<file path="src/rtl/synth_pkg.sv">
// Shared types and constants for the synthesizer audio path.
package synth_pkg;

   typedef enum logic [1:0] {
      IDLE,
      LOAD,
      SHIFT,
      GAP
   } dac_state_t;

   localparam logic [3:0]  DAC_CFG_BITS = 4'b0011;
   localparam int unsigned DAC_FRAME_W  = 16;
   localparam int unsigned CH_W         = 11;
   localparam int unsigned CODE_W       = 12;
   localparam int unsigned MIX_W        = 13;

   // Scales the raw channel sum to the 12-bit DAC code for the given channel count.
   function automatic logic [CODE_W-1:0] mix_scale(input logic [MIX_W-1:0] sum,
                                                   input int unsigned       nch);
      logic [CODE_W-1:0] code;
      case (nch)
         1:       code = {sum[CH_W-1:0], 1'b0};
         2:       code = sum[CODE_W-1:0];
         default: code = sum[CODE_W:1];
      endcase
      return code;
   endfunction

endpackage

</file>
<file path="src/rtl/dac_spi_tx.sv">
// SPI framer for an MCP4921-class DAC: one 16-bit word per start pulse, MSB first.
module dac_spi_tx
   import synth_pkg::*;
#(
   parameter int unsigned SCK_DIV = 2
) (
   input  logic                   clk,
   input  logic                   rst,
   input  logic                   start,
   input  logic [DAC_FRAME_W-1:0] word,
   output logic                   busy,
   output logic                   dac_cs_n,
   output logic                   dac_sck,
   output logic                   dac_sdi
);

   localparam int unsigned    HW        = (SCK_DIV > 1) ? $clog2(SCK_DIV) : 1;
   localparam logic [HW-1:0]  HALF_LAST = HW'(SCK_DIV - 1);

   dac_state_t             state_q, state_d;
   logic [DAC_FRAME_W-1:0] shreg_q, shreg_d;
   logic [HW-1:0]          half_q, half_d;
   logic [3:0]             bit_q, bit_d;
   logic                   cs_n_q, cs_n_d;
   logic                   sck_q, sck_d;
   logic                   busy_q, busy_d;
   logic                   half_end;

   always_ff @(posedge clk) begin
      if (rst) begin
         state_q <= IDLE;
         shreg_q <= '0;
         half_q  <= '0;
         bit_q   <= '0;
         cs_n_q  <= 1'b1;
         sck_q   <= 1'b0;
         busy_q  <= 1'b0;
      end else begin
         state_q <= state_d;
         shreg_q <= shreg_d;
         half_q  <= half_d;
         bit_q   <= bit_d;
         cs_n_q  <= cs_n_d;
         sck_q   <= sck_d;
         busy_q  <= busy_d;
      end
   end

   assign half_end = (half_q == HALF_LAST);

   always_comb begin
      state_d = state_q;
      shreg_d = shreg_q;
      half_d  = half_q;
      bit_d   = bit_q;
      cs_n_d  = cs_n_q;
      sck_d   = sck_q;
      busy_d  = busy_q;
      unique case (state_q)
         IDLE: begin
            if (start) begin
               shreg_d = word;
               cs_n_d  = 1'b0;
               sck_d   = 1'b0;
               busy_d  = 1'b1;
               half_d  = '0;
               bit_d   = '0;
               state_d = LOAD;
            end
         end
         LOAD: begin
            state_d = SHIFT;
         end
         SHIFT: begin
            half_d = half_q + 1'b1;
            if (half_end) begin
               half_d = '0;
               if (!sck_q) begin
                  sck_d = 1'b1;
               end else begin
                  // Data advances on the falling SCK edge so it is stable across the next rise.
                  sck_d = 1'b0;
                  if (bit_q == 4'd15) begin
                     cs_n_d  = 1'b1;
                     shreg_d = '0;
                     state_d = GAP;
                  end else begin
                     bit_d   = bit_q + 1'b1;
                     shreg_d = {shreg_q[DAC_FRAME_W-2:0], 1'b0};
                  end
               end
            end
         end
         GAP: begin
            half_d = half_q + 1'b1;
            if (half_end) begin
               half_d  = '0;
               busy_d  = 1'b0;
               state_d = IDLE;
            end
         end
         default: begin
            state_d = IDLE;
         end
      endcase
   end

   assign busy     = busy_q;
   assign dac_cs_n = cs_n_q;
   assign dac_sck  = sck_q;
   assign dac_sdi  = shreg_q[DAC_FRAME_W-1];

endmodule

</file>
<file path="src/rtl/dac_mixer.sv">
// Channel mixer and sample-rate timebase feeding the external SPI DAC.
module dac_mixer
   import synth_pkg::*;
#(
   parameter int unsigned NCH        = 2,
   parameter int unsigned SAMPLE_DIV = 250,
   parameter int unsigned SCK_DIV    = 2
) (
   input  logic                      clk,
   input  logic                      rst,
   input  logic [NCH-1:0][CH_W-1:0]  ch_in,
   output logic                      dac_cs_n,
   output logic                      dac_sck,
   output logic                      dac_sdi,
   output logic                      busy,
   output logic                      sample_tick,
   output logic                      overrun
);

   localparam int unsigned CW    = (SAMPLE_DIV > 1) ? $clog2(SAMPLE_DIV) : 1;
   localparam int unsigned SUM_W = CH_W + $clog2(NCH);

   logic [CW-1:0]          cnt_q, cnt_d;
   logic                   tick;
   logic                   spi_busy;
   logic                   start;
   logic [SUM_W-1:0]       sum;
   logic [CODE_W-1:0]      code;
   logic [DAC_FRAME_W-1:0] frame;

   always_ff @(posedge clk) begin
      if (rst) begin
         cnt_q <= '0;
      end else begin
         cnt_q <= cnt_d;
      end
   end

   always_comb begin
      tick  = (cnt_q == CW'(SAMPLE_DIV - 1));
      cnt_d = tick ? '0 : cnt_q + 1'b1;
   end

   always_comb begin
      sum = '0;
      for (int unsigned i = 0; i < NCH; i++) begin
         sum = sum + SUM_W'(ch_in[i]);
      end
   end

   assign code  = mix_scale(MIX_W'(sum), NCH);
   assign frame = {DAC_CFG_BITS, code};

   // A tick landing mid-frame is reported and dropped; ch_in is not captured for it.
   assign start       = tick & ~spi_busy;
   assign overrun     = tick & spi_busy;
   assign sample_tick = tick;
   assign busy        = spi_busy;

   dac_spi_tx #(
      .SCK_DIV (SCK_DIV)
   ) u_spi (
      .clk      (clk),
      .rst      (rst),
      .start    (start),
      .word     (frame),
      .busy     (spi_busy),
      .dac_cs_n (dac_cs_n),
      .dac_sck  (dac_sck),
      .dac_sdi  (dac_sdi)
   );

endmodule

</file>
<file path="config.mk">
export PLATFORM = sky130hd
export DESIGN_NAME = dac_mixer
export DESIGN_NICKNAME = d
export VERILOG_FILES = /design/src/rtl/synth_pkg.sv /design/src/rtl/dac_spi_tx.sv /design/src/rtl/dac_mixer.sv
export SDC_FILE = /design/constraint.sdc
export NUM_CORES = 1
export LEC_CHECK = 0
export ABC_AREA = 1
export ABC_CLOCK_PERIOD_IN_PS = 1930
export BUFFER_PORTS_ARGS = -buffer_cell sky130_fd_sc_hd__buf_2
export CORE_MARGIN = 2
export CORE_UTILIZATION = 50
export CTS_CLUSTER_DIAMETER = 200
export DETAILED_ROUTE_END_ITERATION = 8
export PLACE_DENSITY = 0.69
export SLEW_MARGIN = 15
export SYNTH_ARGS = -nofsm -noshare
export SYNTH_HDL_FRONTEND = slang
export SYNTH_HIERARCHICAL = 1
export SYNTH_SLANG_ARGS = --single-unit
</file>
<file path="constraint.sdc">
create_clock -name clk -period 1.93 [get_ports clk]
set_input_delay 0.193 -clock clk [delete_from_list [all_inputs] [get_ports clk]]
set_output_delay 0.193 -clock clk [all_outputs]
set_load 0.05 [all_outputs]
</file>
==> impl_metrics.py <==
metrics = {
    "job": {
        "cap_viol_max_count": 0,
    },
    "finish": {
        "drive_gt1_share_pct": 17.9,
        "n_antenna_cell": 0,
        "layout_common_cells": "nand2_1 (105), nor2_1 (56), inv_1 (40), nand3_1 (33), dfxtp_1 (33)",
        "fin_nets": 461,
        "final_cells": 472,
        "final_common_cell": "nand2_1",
        "syn_to_final_growth_pct": 17.9,
        "fillers": 442,
    },
    "timing": {
        "fin_tns_setup_ps": 0,
        "finalHoldViolCount": 0,
        "period_share_pct": 93.2,
        "post-route-min-period_ps": 1800,
        "tightest_slew_ps": 683,
        "slew_violations": 0,
        "slew-limit-headroom_pct": 54.4,
        "max_clock_freq_mhz": 556,
        "rsz0062_at_grt": "false",
        "setup_violations": 0,
        "fin_skew_ps": 6.53,
    },
    "drt": {
        "viasPerCell": 4.98,
        "wl_um": 5290,
        "via_count": 2350,
        "route.detailed.drc": 0,
        "drt_iter0_drc": 86,
        "ant_nets": 0,
        "drtPass1Iterations": 4,
        "post_drt_wl_per_cell_um": 11.2,
    },
    "floorplan": {
        "chipHeight_um": 73.1,
        "rows": 25,
        "die_x_um": 73.1,
        "initial_core_util_pct": 51.2,
        "coreArea_um2": 4660,
        "die-area_um2": 5340,
        "io_pins": 30,
    },
    "grt": {
        "grt_max_degree": 24,
        "antenna_found_initial": 0,
        "grt_pass1_vias": 2014,
        "overflow": 0,
        "grt_pass1_wl_um": 8580,
        "grt.total_usage_pct": 20.0,
    },
    "min_path": {
        "min_path_cells": 2,
        "holdPathEnd": "u_spi/bit_q[2]",
        "worstHoldStart": "rst",
        "hold_path_class": "primary input to register",
    },
    "clocking": {
        "cts-root-buf": "clkbuf_8",
        "cts_sinks": 34,
        "ctsHoldBuffers": 0,
        "insertion_delay_ps": 290,
        "h-tree-depth": 2,
        "cts.clk_slew.worst_paths_ps": 80,
        "cts_tree": "yes",
        "cts.path.max_buffers": 2,
        "numCtsBuffers": 5,
    },
    "placed_design": {
        "dp_hpwl_um": 3810,
        "port_buffers": 29,
        "place.gp.congestion": 0.815,
        "dp.cells": 457,
    },
    "logic_synthesis": {
        "ys_seq_area_share_pct": 28.5,
        "syn-cell-area_um2": 2380,
        "ys_types": 32,
        "yosysWarnings": 6,
        "ys_ff_latch": 34,
        "synth_area_leader_cell": "dfxtp_1",
        "synth_cells": 375,
        "synthTopCellsByArea": "dfxtp_1 (29%), nand2_1 (17%), ha_1 (10%), nor2_1 (9.0%), nand3_1 (6.9%)",
        "synth_top_area_share_pct": 28.5,
        "avgSynthCellArea_um2": 6.36,
    },
    "critical_path": {
        "reg2reg_depth": 12,
        "rr_startpoint": "cnt_q[1]",
        "crit_fanout": 7,
        "critPathLaunch": "cnt_q[1]",
        "critPathLaunchType": "register",
        "timing.rr.end": "u_spi/shreg_q[12]",
        "reg2reg_slack_ps": 130,
        "worstSetupPathType": "register to register",
        "cp.arrival_ps": 2030,
        "end_kind": "register",
        "critPathRequiredTime_ps": 2160,
    },
    "pwr": {
        "total_power_uw": 1550,
        "powerDensity_nw_per_um2": 551,
        "p_leak_uw": 0.00143,
        "vdd_drop_max_mv": 0.309,
    },
    "run_status": {
        "status": "finished clean",
    },
}
==> cell families after synthesis <==
logic type | Yosys count | share of synthesized area, %
compound gates | 38 | 8.29
xor+xnor | 6 | 2.20
fa+ha+maj | 20 | 10.8
buf+inv | 51 | 8.45
flops | 34 | 28.5
other cells | 2 | 0.315
simple gates | 224 | 41.4
==> cell usage after synthesis, drive strengths merged <==
master	count
nand2	111
nor2	63
inv	42
nand3	38
dfxtp	34
o21ai	20
ha	19
a21oi	16
clkbuf	5
nor3	5
xor2	5
buf	4
nand4	3
or2	3
conb	2
a31oi	1
and3	1
fa	1
o21bai	1
xnor2	1
==> how the worst max path moves through the flow <==
stage	end	slack, ps
finish	u_spi/shreg_q[12]	130
CTS	u_spi/shreg_q[7]	6
global placement	u_spi/shreg_q[8]	70
floorplan	u_spi/shreg_q[14]	170
detailed placement	u_spi/shreg_q[8]	40
global route	u_spi/shreg_q[10]	2
==> layer usage <==
| metal | up-vias | share of wire [%] | GRT usage [%] | routed length, µm |
|---|---|---|---|---|
| met1 | 1029 | 47 | 25.8 | 2470 |
| li1 | 1267 | - | - | - |
| met5 | - | 0 | 0 | 0 |
| met4 | 0 | 1.2 | 4.32 | 62 |
| met2 | 48 | 48 | 34.3 | 2560 |
| met3 | 6 | 3.9 | 3.87 | 209 |
==> critical path, cell delays in order, from the launching register on <==
cell	delay (ps)
dfxtp_2	340
inv_1	50
ha_1	130
and3_4	190
nand3_4	70
nor2_1	100
inv_1	50
nand2_2	110
nand3_4	90
nor2_4	220
clkbuf_16	190
o21ai_0	80
nor2_1	120
==> where the power goes <==
group	switching (µW)	leakage, µW	internal [µW]
sequential	4.54	0.000275	707
combinational	160	0.00111	115
clock	276	0.0000472	287
==> cell type report <==
cell class / instances / area (µm²) / area share, %
Multi-Input combinational cell: 293 / 1540 / 54.8
Sequential cell: 34 / 682 / 24.3
Timing Repair Buffer: 41 / 265 / 9.43
Inverter: 42 / 160 / 5.70
Clock buffer: 6 / 82.6 / 2.94
Tap cell: 54 / 67.6 / 2.40
Clock inverter: 2 / 12.5 / 0.445
==> registers in the layout, indices dropped and copies added (netlist names) <==
| register | count |
|---|---|
| u_spi/dac_cs_n | 1 |
| u_spi/half_end | 1 |
| u_spi/dac_sck | 1 |
| u_spi/busy | 1 |
| u_spi/bit_q | 4 |
| cnt_q | 8 |
| u_spi/state_q | 2 |
| u_spi/shreg_q | 16 |
==> per-stage QoR <==
stage | worst slack [ps] | instance area, µm² | hold WS, ps | utilization (%)
final | 131 | 2810 | 137 | 60.3
after global routing | 1.73 | 2810 | 134 | 60.3
after CTS | 6.34 | 2710 | 142 | 58.2
after detailed placement | 43.9 | 2620 | 437 | 56.2
after global placement | 65.8 | 2620 | 435 | 56.2
after floorplan | 173 | 2390 | 262 | -
==> repair_timing <==
item,in CTS,in global routing
setup endpoints to repair,0,20
buffers inserted,0,5
gates resized for setup,0,9
Power figures use the tool's default switching activity.
